===== config.mk =====
export PLATFORM = sky130hd
export DESIGN_NAME = elevator_call_scheduler
export DESIGN_NICKNAME = d
export VERILOG_FILES = /design/src/rtl/elevator_call_scheduler.sv
export SDC_FILE = /design/constraint.sdc
export NUM_CORES = 1
export LEC_CHECK = 0
export BUFFER_PORTS_ARGS = -buffer_cell sky130_fd_sc_hd__buf_4
export CAP_MARGIN = 20
export CORE_UTILIZATION = 60
export DETAILED_ROUTE_END_ITERATION = 12
export GPL_TIMING_DRIVEN = 1
export PLACE_DENSITY = 0.9
export SLEW_MARGIN = 25
export SYNTH_ARGS = -nofsm -noshare
export SYNTH_HDL_FRONTEND = slang
export SYNTH_SLANG_ARGS = --single-unit

===== constraint.sdc =====
create_clock -name clk -period 3.66 [get_ports clk]
set_clock_uncertainty 0.2 [all_clocks]
set_input_delay 0.732 -clock clk [delete_from_list [all_inputs] [get_ports clk]]
set_output_delay 0.732 -clock clk [all_outputs]
set_load 0.1 [all_outputs]

===== src/rtl/elevator_call_scheduler.sv =====
// Three-floor elevator sequencer: latches floor calls, picks travel direction
// with a SCAN policy, and times motor travel and door dwell in clock cycles.
module elevator_call_scheduler #(
  parameter int TRAVEL_TIME = 2,
  parameter int DOOR_TIME   = 3,
  parameter int TW          = 3
) (
  input  logic       clk,
  input  logic       reset,
  input  logic [2:0] call,
  input  logic       full,
  output logic [1:0] floor,
  output logic [2:0] pending,
  output logic       move_up,
  output logic       move_down,
  output logic       door_open,
  output logic       busy
);

  typedef enum logic [1:0] {
    IDLE      = 2'd0,
    MOVE_UP   = 2'd1,
    MOVE_DOWN = 2'd2,
    DOOR      = 2'd3
  } state_t;

  localparam logic [TW-1:0] TRAVEL_LAST = TW'(TRAVEL_TIME - 1);
  localparam logic [TW-1:0] DOOR_LAST   = TW'(DOOR_TIME - 1);

  state_t        state, state_nxt;
  logic [1:0]    floor_nxt;
  logic [2:0]    pending_nxt;
  logic [TW-1:0] timer, timer_nxt;
  logic          dir, dir_nxt;

  logic [2:0]    accepted;
  logic [2:0]    req;
  logic [2:0]    here_mask;
  logic [1:0]    arr_floor;
  logic [2:0]    arr_mask;
  logic          arr_limit;

  function automatic logic [2:0] floor_mask(input logic [1:0] f);
    case (f)
      2'd0:    return 3'b001;
      2'd1:    return 3'b010;
      2'd2:    return 3'b100;
      default: return 3'b000;
    endcase
  endfunction

  function automatic logic calls_above(input logic [2:0] r, input logic [1:0] f);
    case (f)
      2'd0:    return |r[2:1];
      2'd1:    return r[2];
      default: return 1'b0;
    endcase
  endfunction

  function automatic logic calls_below(input logic [2:0] r, input logic [1:0] f);
    case (f)
      2'd1:    return r[0];
      2'd2:    return |r[1:0];
      default: return 1'b0;
    endcase
  endfunction

  assign accepted  = call & {3{~full}};
  assign req       = pending | accepted;
  assign here_mask = floor_mask(floor);

  always_comb begin
    state_nxt   = state;
    floor_nxt   = floor;
    pending_nxt = req;
    timer_nxt   = timer;
    dir_nxt     = dir;
    arr_floor   = floor;
    arr_mask    = 3'b000;
    arr_limit   = 1'b0;

    case (state)
      IDLE: begin
        // A call at the car's floor opens the door at once; travel decisions
        // only look at already-latched calls, so they react one edge later.
        if (|(req & here_mask)) begin
          state_nxt   = DOOR;
          timer_nxt   = '0;
          pending_nxt = req & ~here_mask;
        end else if (calls_above(pending, floor)) begin
          state_nxt = MOVE_UP;
          dir_nxt   = 1'b1;
          timer_nxt = '0;
        end else if (calls_below(pending, floor)) begin
          state_nxt = MOVE_DOWN;
          dir_nxt   = 1'b0;
          timer_nxt = '0;
        end
      end

      MOVE_UP, MOVE_DOWN: begin
        if (timer == TRAVEL_LAST) begin
          if (state == MOVE_UP) begin
            arr_floor = (floor == 2'd2) ? 2'd2 : floor + 2'd1;
            arr_limit = (arr_floor == 2'd2);
          end else begin
            arr_floor = (floor == 2'd0) ? 2'd0 : floor - 2'd1;
            arr_limit = (arr_floor == 2'd0);
          end
          arr_mask  = floor_mask(arr_floor);
          floor_nxt = arr_floor;
          timer_nxt = '0;
          // Reaching the end of the shaft always stops the car there.
          if (|(req & arr_mask) || arr_limit) begin
            state_nxt   = DOOR;
            pending_nxt = req & ~arr_mask;
          end
        end else begin
          timer_nxt = timer + TW'(1);
        end
      end

      DOOR: begin
        pending_nxt = req & ~here_mask;
        if (|(accepted & here_mask)) begin
          timer_nxt = '0;
        end else if (timer == DOOR_LAST) begin
          timer_nxt = '0;
          if (dir ? calls_above(req, floor) : calls_below(req, floor)) begin
            state_nxt = dir ? MOVE_UP : MOVE_DOWN;
          end else if (dir ? calls_below(req, floor) : calls_above(req, floor)) begin
            dir_nxt   = ~dir;
            state_nxt = dir ? MOVE_DOWN : MOVE_UP;
          end else begin
            state_nxt = IDLE;
          end
        end else begin
          timer_nxt = timer + TW'(1);
        end
      end

      default: state_nxt = IDLE;
    endcase
  end

  always_ff @(posedge clk) begin
    if (reset) begin
      state   <= IDLE;
      floor   <= 2'd0;
      pending <= 3'b000;
      timer   <= '0;
      dir     <= 1'b1;
    end else begin
      state   <= state_nxt;
      floor   <= floor_nxt;
      pending <= pending_nxt;
      timer   <= timer_nxt;
      dir     <= dir_nxt;
    end
  end

  assign move_up   = (state == MOVE_UP);
  assign move_down = (state == MOVE_DOWN);
  assign door_open = (state == DOOR);
  assign busy      = (state != IDLE);

  // Motor and door must never be commanded together; floor code 11 is unused.
  assert property (@(posedge clk) disable iff (reset) $onehot0({move_up, move_down, door_open}));
  assert property (@(posedge clk) disable iff (reset) floor != 2'd3);

endmodule


# == Word-level counts from Yosys, hierarchy flattened ==
# Cells that the tools add are included.
# word_totals
ff_bits,11
inputBits,6
out_inout_bits,9
word_cells,124
# classes
add_sub_neg,3
eq_ne,19
n_mux,68
bitwise_logic,11
reduce_logical,18
# ops
op,n
case mux 3 bit (3 select lines),4
2-to-1 mux 3 bit,11
2-to-1 mux 2 bit,16
2-to-1 mux 1 bit,31
bitwise AND 3 bit,6
equality test 2 bit (second input constant),5
inequality test 2 bit (second input constant),5
case mux 1 bit (2 select lines),5
OR reduction 2 bit,5
OR reduction 3 bit,3
logical NOT 2 bit,4
AND reduction 7 bit,1
equality test 2 x 1 -> 1 bit (second input constant),3
inverter 3 bit,2
case mux 2 bit (3 select lines),1
AND reduction 5 bit,1
inequality test 2 x 1 -> 1 bit (second input constant),2
inequality test 4 bit (second input constant),1
nonzero test 2 bit,2
adder 3 x 1 -> 3 bit (second input constant),1
equality test 3 x 1 -> 1 bit (second input constant),1
equality test 3 x 2 -> 1 bit (second input constant),1
inequality test 3 bit (second input constant),1
bitwise OR 3 bit,1
other kinds (5),6

# == Longest topological paths before layout ==
# Gate-level depths: netlist (run 1).
# depth
depth_word,19
ltp_mapped,8
depth_no_buf,8

# == Worst setup path after synthesis (run 1) ==
# Ideal clock, no wire load.
# synth_path
path_type,register -> register
startpoint,register floor[0]
endpoint,register dir
setup_time_ps,122
t_arrival_ps,2800
t_required_ps,3338
path_slack_ps,538
path_stages_with_launch,9
n_path_buf,0
period_less_slack_ps,3122
path_cell_list,dfxtp_1 > inv_1 > ha_1 > inv_1 > a221o_1 > o311a_1 > a31oi_2 > a31oi_1 > a311o_1
# synth_between
elab_chain_len,9
word_cells_on_any_way,42
classes_between,7 x eq/ne; 29 x mux; 2 x bitwise; 4 x reduce/logical
# synth_lines
element,line,source
"start, declared",12,"output logic [1:0] floor,"
"start signal, assigned",155,floor <= floor_nxt;
equality test 2 x 1 -> 1 bit (tied with other cells),"44, 53, 61",
"case mux 1 bit (2 select lines), on equally long branches","53, 61",
2-to-1 mux 1 bit,129,"if (dir ? calls_above(req, floor) : calls_below(req, floor)) begin"
2-to-1 mux 1 bit,127,end else if (timer == DOOR_LAST) begin
2-to-1 mux 1 bit,125,if (|(accepted & here_mask)) begin
2-to-1 mux 1 bit,82,case (state)
2-to-1 mux 1 bit,131,"end else if (dir ? calls_below(req, floor) : calls_above(req, floor)) begin"
inequality test 2 x 1 -> 1 bit (no source line),-,
AND reduction 7 bit (no source line),-,
"end signal, assigned",158,dir <= dir_nxt;
"end, declared",34,"logic dir, dir_nxt;"
# Several ways; a longest one is shown, not always the timed one. The select of a mux whose other input is x is not followed.
# A chain may end at the register's enable or synchronous reset.

# == Worst setup path after layout (run 1) ==
# layout_path
startpoint,register floor[0]
endpoint,register state[0]
# layout_between
elab_chain_len,14
word_cells_on_any_way,65
classes_between,2 x add/sub; 8 x eq/ne; 44 x mux; 3 x bitwise; 8 x reduce/logical
# layout_lines
element,line,source
subtractor 2 x 1 -> 2 bit (tied with other cells),107,arr_floor = (floor == 2'd0) ? 2'd0 : floor - 2'd1;
"2-to-1 mux 2 bit, on equally long branches","107, 104",
2-to-1 mux 2 bit,103,if (state == MOVE_UP) begin
2-to-1 mux 2 bit,102,if (timer == TRAVEL_LAST) begin
2-to-1 mux 2 bit,82,
equality test 2 bit (tied with other cells),44,case (f)
case mux 3 bit (3 select lines),44,
2-to-1 mux 3 bit,102,
2-to-1 mux 3 bit,82,
bitwise AND 3 bit,114,if (|(req & arr_mask) || arr_limit) begin
OR reduction 3 bit,114,
logical OR 1 bit,114,
inequality test 2 bit (no source line),-,
AND reduction 5 bit (no source line),-,
"end signal, assigned",154,state <= state_nxt;
"end, declared",30,"state_t state, state_nxt;"
# Several ways; a longest one is shown, not always the timed one. The select of a mux whose other input is x is not followed.

==> run_results.csv, run 1 <==
group,metric,value,unit
die,rows,14,
global_routing,first_global_vias,1001,
routing,wire_per_inst,15.1,um
yosys,ys.warnings.count,0,
yosys,ys_types,38,
routing,ant_nets,0,
clock_network,cts_buffer_depth,2,
final_layout,nets,175,
global_routing,grt_max_degree,14,
place,gp_congestion,0.956,
die,die-area,1950,sq um
critical_path,worstPathArrival,2610,ps
timing,setup-violations-final,0,
die,chipWidth,44.1,um
routing,viasPerCell,6.56,
clock_network,cts_root_buffer,"clkbuf_4",
final_layout,drive_gt1_share,17.3,%
critical_path,required,3660,ps
yosys,yosysSeqAreaShare,20.7,%
critical_path,path_class,"reg2reg",
global_routing,antenna_found_initial,0,
clock_network,cts_max_level,1,
timing,max_freq,383,MHz
routing,drt-pass1-iter-count,7,
final_layout,postLayoutCoreUtil,76.4,%
hold_path,hold_path_class,"reg2reg",
power_and_ir_drop,power.leakage,0.486,nW
timing,hold_violations,0,
timing,worst_pin_slew,456,ps
yosys,synth-edff-count,0,
routing,drtIter0Drc,62,
timing,finalCritPeriodShare,71.3,%
timing,period_minus_slack,2610,ps
final_layout,synthToLayoutAreaGrowth,13.2,%
critical_path,crit_fanout,6,
clock_network,post-cts-setup-buffers,0,
timing,holdWs,324,ps
routing,drc,0,
clock_network,cts_tree,"yes",
clock_network,clkSinkCount,11,
timing,drv_slew,0,
critical_path,crit_path_end_kind,"register",
clock_network,ctsResizeCount,0,
clock_network,holdBufCountCts,0,
global_routing,grt_usage,29.5,%
yosys,synth_area,1060,sq um
die,start_util,67.5,%
timing,slew-limit-headroom,68.8,%
yosys,synth_nets,159,
clock_network,clk_pin_slew,60,ps
clock_network,cts_inserted_buffers,3,
clock_network,insertion_delay,280,ps
timing,fin_setup_tns,0,ps
yosys,syn-mean-instance-area,7.55,sq um
routing,vias,1129,
global_routing,grt_pass1_wl,4.30,mm
routing,routed_wl,2.60,mm
yosys,synth_seq_cells,11,
global_routing,gr-total-overflow,0,
die,io_pins,15,
job,drv_cap,0,
final_layout,insertedDiodeCount,0,
yosys,ys.flop_type,"dfxtp_1",
critical_path,worst_setup_path_start_kind,"register",
power_and_ir_drop,power_density,673,nW/um^2
power_and_ir_drop,peakVddDrop,553,uV
timing,rsz0062_at_grt,"false",
place,dp_hpwl,1.99,mm
die,die-height,44.1,um
place,port-buffer-count,14,
outcome,outcome,"finished clean",
yosys,syn_inst,141,
yosys,async_flop_share,0,%
die,core_region_area,1580,sq um
## final cells by class
class / count / area [sq um]
inverters: 11 / 41.3
well taps: 16 / 20.0
multi-input cells: 116 / 792
clock buffers: 4 / 26.3
fillers: 115 / 372
repair buffers: 14 / 105
flip-flops and latches: 11 / 220
## power by group
group	internal, W	total [W]	leakage (nW)	switching (W)
Sequential	0.000144	0.000176	0.0896	0.0000317
Clock	0.0000423	0.0000855	0.0150	0.0000432
Combinational	0.000171	0.000550	0.382	0.000379
Total	0.000357	0.000811	0.486	0.000454
## state kept, by name (all words and copies together) (netlist names)
name,cells
dir,1
state,2
pending,3
timer,3
floor,2
## stage by stage
step	instance area [sq um]	total power [W]	cells	worst slack [ps]
floorplan	1060	0.000613	141	538
global placement	1180	0.000700	168	1090
detailed placement	1180	0.000716	168	1050
CTS	1200	0.000804	172	1070
global route	1200	0.000860	172	898
finish	1200	0.000811	172	1050
## worst max-delay path, stage by stage (launching register included)
cell	delay, ps
dfxtp_1	440
inv_1	150
ha_1	300
mux2i_1	410
nor3_1	130
a211oi_1	230
o21ai_0	130
a211oi_2	320
mux2i_1	230
## Yosys cell counts, types with 4 or more instances
cell type / n / area (sq um)
dfxtp_1: 11 / 220
mux2i_1: 4 / 40.0
o21ai_0: 12 / 60.1
a31oi_1: 4 / 25.0
inv_1: 11 / 41.3
nor3_1: 4 / 20.0
a211oi_1: 6 / 45.0
nand2b_1: 4 / 25.0
ha_1: 12 / 150
a21oi_1: 12 / 60.1
nand2_1: 10 / 37.5
nor2_1: 15 / 56.3
## metal layers
metal	vias to the layer above	GRT usage (%)	share of wire, %
met2	55	46.5	45
met1	520	37.7	45
met4	0	13.3	3.1
met5	-	0	0
met3	11	7.76	7.1
li1	543	-	-
## cells in the final DEF, fill, tap and decap left out, types with 6 or more instances in the layout
master    count
a211oi_1      6
a21oi_1      12
buf_4        14
dfxtp_1      11
ha_1         12
inv_1        11
nand2_1      10
nor2_1       15
o21ai_0      12
## logic make-up (layout without fill, tap and decap cells)
family                     Yosys count  after routing  synth area share [%]
adders and majority gates           12             12                  14.1
AOI/OAI and AO/OA                   51             51                  32.6
and+or+nand+nor                     49             49                  24.0
muxes                                4              4                  3.76
DFF                                 11             11                  20.7
buffers and inverters               14             29                  4.94
## path summary, 6_finish.rpt
path	depth (start not counted)	startpoint	endpoint	slack, ps
max	8	floor[0]	state[0]	1050
min	2	state[1]	state[1]	320
max reg2reg	8	floor[0]	state[0]	1050
min reg2reg	2	state[1]	state[1]	320
Note: power is estimated with default switching activity, not from simulation.
==> inputs of run 2 (changes only) <==
Settings changed: CORE_ASPECT_RATIO set to 0.7, CORE_UTILIZATION 60 to 56, PLACE_DENSITY 0.9 to 0.85.
Clock period 3.66 ns to 2.75 ns, I/O delays scaled along.
==> run 2 against run 1 <==
Power is 35% higher. Setup slack worse by 860 ps. Combinational power grew 36%. Non-clock buffer count is the same. Register-to-register slack worse by 860 ps. Final area grew 1.3%. Via count up 4.5%. Hold slack improved by 1.9 ps. Flip-flop and latch count is the same. Clock-buffer cell count down 1. Cell count up 2.9%. Critical path type unchanged. Largest cell class unchanged.
==> run_results.csv, run 2 (same netlist as run 1, synthesis figures left out) <==
group,metric,value,unit
outcome,outcome,"finished clean",
critical_path,crit_slowest_cell,"or4_1",
die,die-area,2080,sq um
clock_network,cts_buffer_depth,2,
timing,worst_pin_slew,386,ps
clock_network,clkSinkCount,11,
critical_path,crit_top_cell,"a21oi_1",
routing,viasPerCell,6.67,
timing,fin_setup_tns,0,ps
power_and_ir_drop,power_density,900,nW/um^2
routing,drc,0,
global_routing,grt_pass1_wl,4.83,mm
clock_network,cts_inserted_buffers,3,
routing,ant_nets,0,
clock_network,cts_tree,"yes",
place,gp_congestion,0.886,
timing,holdWs,326,ps
timing,finalCritPeriodShare,93.3,%
timing,slew-limit-headroom,74.1,%
timing,hold_violations,0,
routing,drt-pass1-iter-count,4,
clock_network,holdBufCountCts,0,
final_layout,drive_gt1_share,20.5,%
job,drv_cap,0,
place,dp_hpwl,2.18,mm
power_and_ir_drop,peakVddDrop,830,uV
final_layout,nets,175,
final_layout,insertedDiodeCount,0,
die,start_util,63.3,%
hold_path,hold_path_class,"reg2reg",
critical_path,crit_fanout,9,
critical_path,path_class,"reg2reg",
timing,setup-violations-final,0,
die,core_region_area,1680,sq um
critical_path,cp_cell_sequence,"inv_1, ha_1, a21oi_1, nor2_2, nor3_1, and2_1, or4_1, a21oi_1",
routing,drtIter0Drc,91,
global_routing,antenna_found_initial,0,
critical_path,worst_setup_path_start_kind,"register",
clock_network,cts_root_buffer,"clkbuf_4",
routing,wire_per_inst,16.4,um
timing,finalWorstSetupSlack,185,ps
critical_path,r2r-end,"timer[0]",
hold_path,hold_depth,2,
clock_network,clk_pin_slew,70,ps
place,dp_slack,226,ps
routing,routed_wl,2.90,mm
final_layout,synthToLayoutAreaGrowth,14.7,%
critical_path,r2r_start,"floor[0]",
final_layout,largestRegisters,"pending (3), timer (3)",
final_layout,postLayoutCoreUtil,72.6,%
global_routing,grt_max_degree,14,
critical_path,crit_path_end_kind,"register",
critical_path,critPathTopFamily,"simple AND/OR/NAND/NOR gates",
place,port-buffer-count,14,
final_layout,final_cell_mix,"nor2_1 (15), buf_4 (14), a21oi_1 (12), o21ai_0 (12)",
clock_network,post-cts-setup-buffers,0,
die,chipWidth,54.1,um
die,io_pins,15,
critical_path,r2r_cells,8,
clock_network,cts_max_level,1,
die,die-height,38.5,um
global_routing,grt_usage,33.2,%
hold_path,hold-path-endpoint,"state[0]",
critical_path,worstPathArrival,2570,ps
timing,rsz0062_at_grt,"false",
timing,drv_slew,0,
hold_path,worstHoldStart,"state[0]",
timing,period_minus_slack,2560,ps
routing,vias,1180,
critical_path,cpPeakStageDelay,510,ps
critical_path,r2r_slack,190,ps
final_layout,layout_commonest_cell,"nor2_1",
power_and_ir_drop,power.leakage,0.489,nW
clock_network,insertion_delay,270,ps
global_routing,gr-total-overflow,0,
global_routing,first_global_vias,1080,
critical_path,critPathBufInv,1,
die,rows,12,
critical_path,required,2750,ps
timing,max_freq,390,MHz
-- run 2: worst max-delay path by stage --
stage	endpoint	cells past startpoint	startpoint	slack (ps)
CTS	state[1]	8	floor[0]	200
floorplan	dir	8	floor[0]	30
finish	timer[0]	8	floor[0]	190
global route	timer[0]	8	floor[0]	20
detailed placement	state[1]	8	floor[0]	230
global placement	state[1]	8	floor[0]	350
-- run 2: final cells by class --
| type | count | area, sq um |
|---|---|---|
| clock inverters | 1 | 5.00 |
| flip-flops and latches | 11 | 223 |
| repair buffers | 14 | 105 |
| clock buffers | 3 | 22.5 |
| fillers | 140 | 460 |
| multi-input cells | 116 | 798 |
| inverters | 11 | 41.3 |
| well taps | 21 | 26.3 |
-- run 2: report_power, final --
group	internal [W]	switching, W
sequential	0.000192	0.0000454
combinational	0.000232	0.000516
clock	0.0000539	0.0000590
total	0.000478	0.000620
-- run 2: what timing repair did --
action,CTS,global route
gates resized for setup,0,1
hold endpoints to repair,0,0
setup endpoints to repair,0,2
-- run 2: tightest hold or removal path: stages, from the launching register on --
cell and delay, ps:
dfxtp_1 340, nand2b_1 80, mux2i_1 60
-- run 2: metrics by stage --
stage / total power (W) / cell area, sq um / instances
global placement: 0.000936 / 1190 / 173
detailed placement: 0.000963 / 1190 / 173
global route: 0.00116 / 1220 / 177
floorplan: 0.000818 / 1070 / 141
finish: 0.00110 / 1220 / 177
CTS: 0.00108 / 1220 / 177
-- run 2: layer usage --
layer / track usage (%) / vias to the layer above / share of wire, %
met1: 42.3 / 540 / 42
met3: 10.3 / 13 / 11
met5: 0 / - / 0
li1: - / 543 / -
met2: 52.2 / 84 / 44
met4: 12.8 / 0 / 2.5
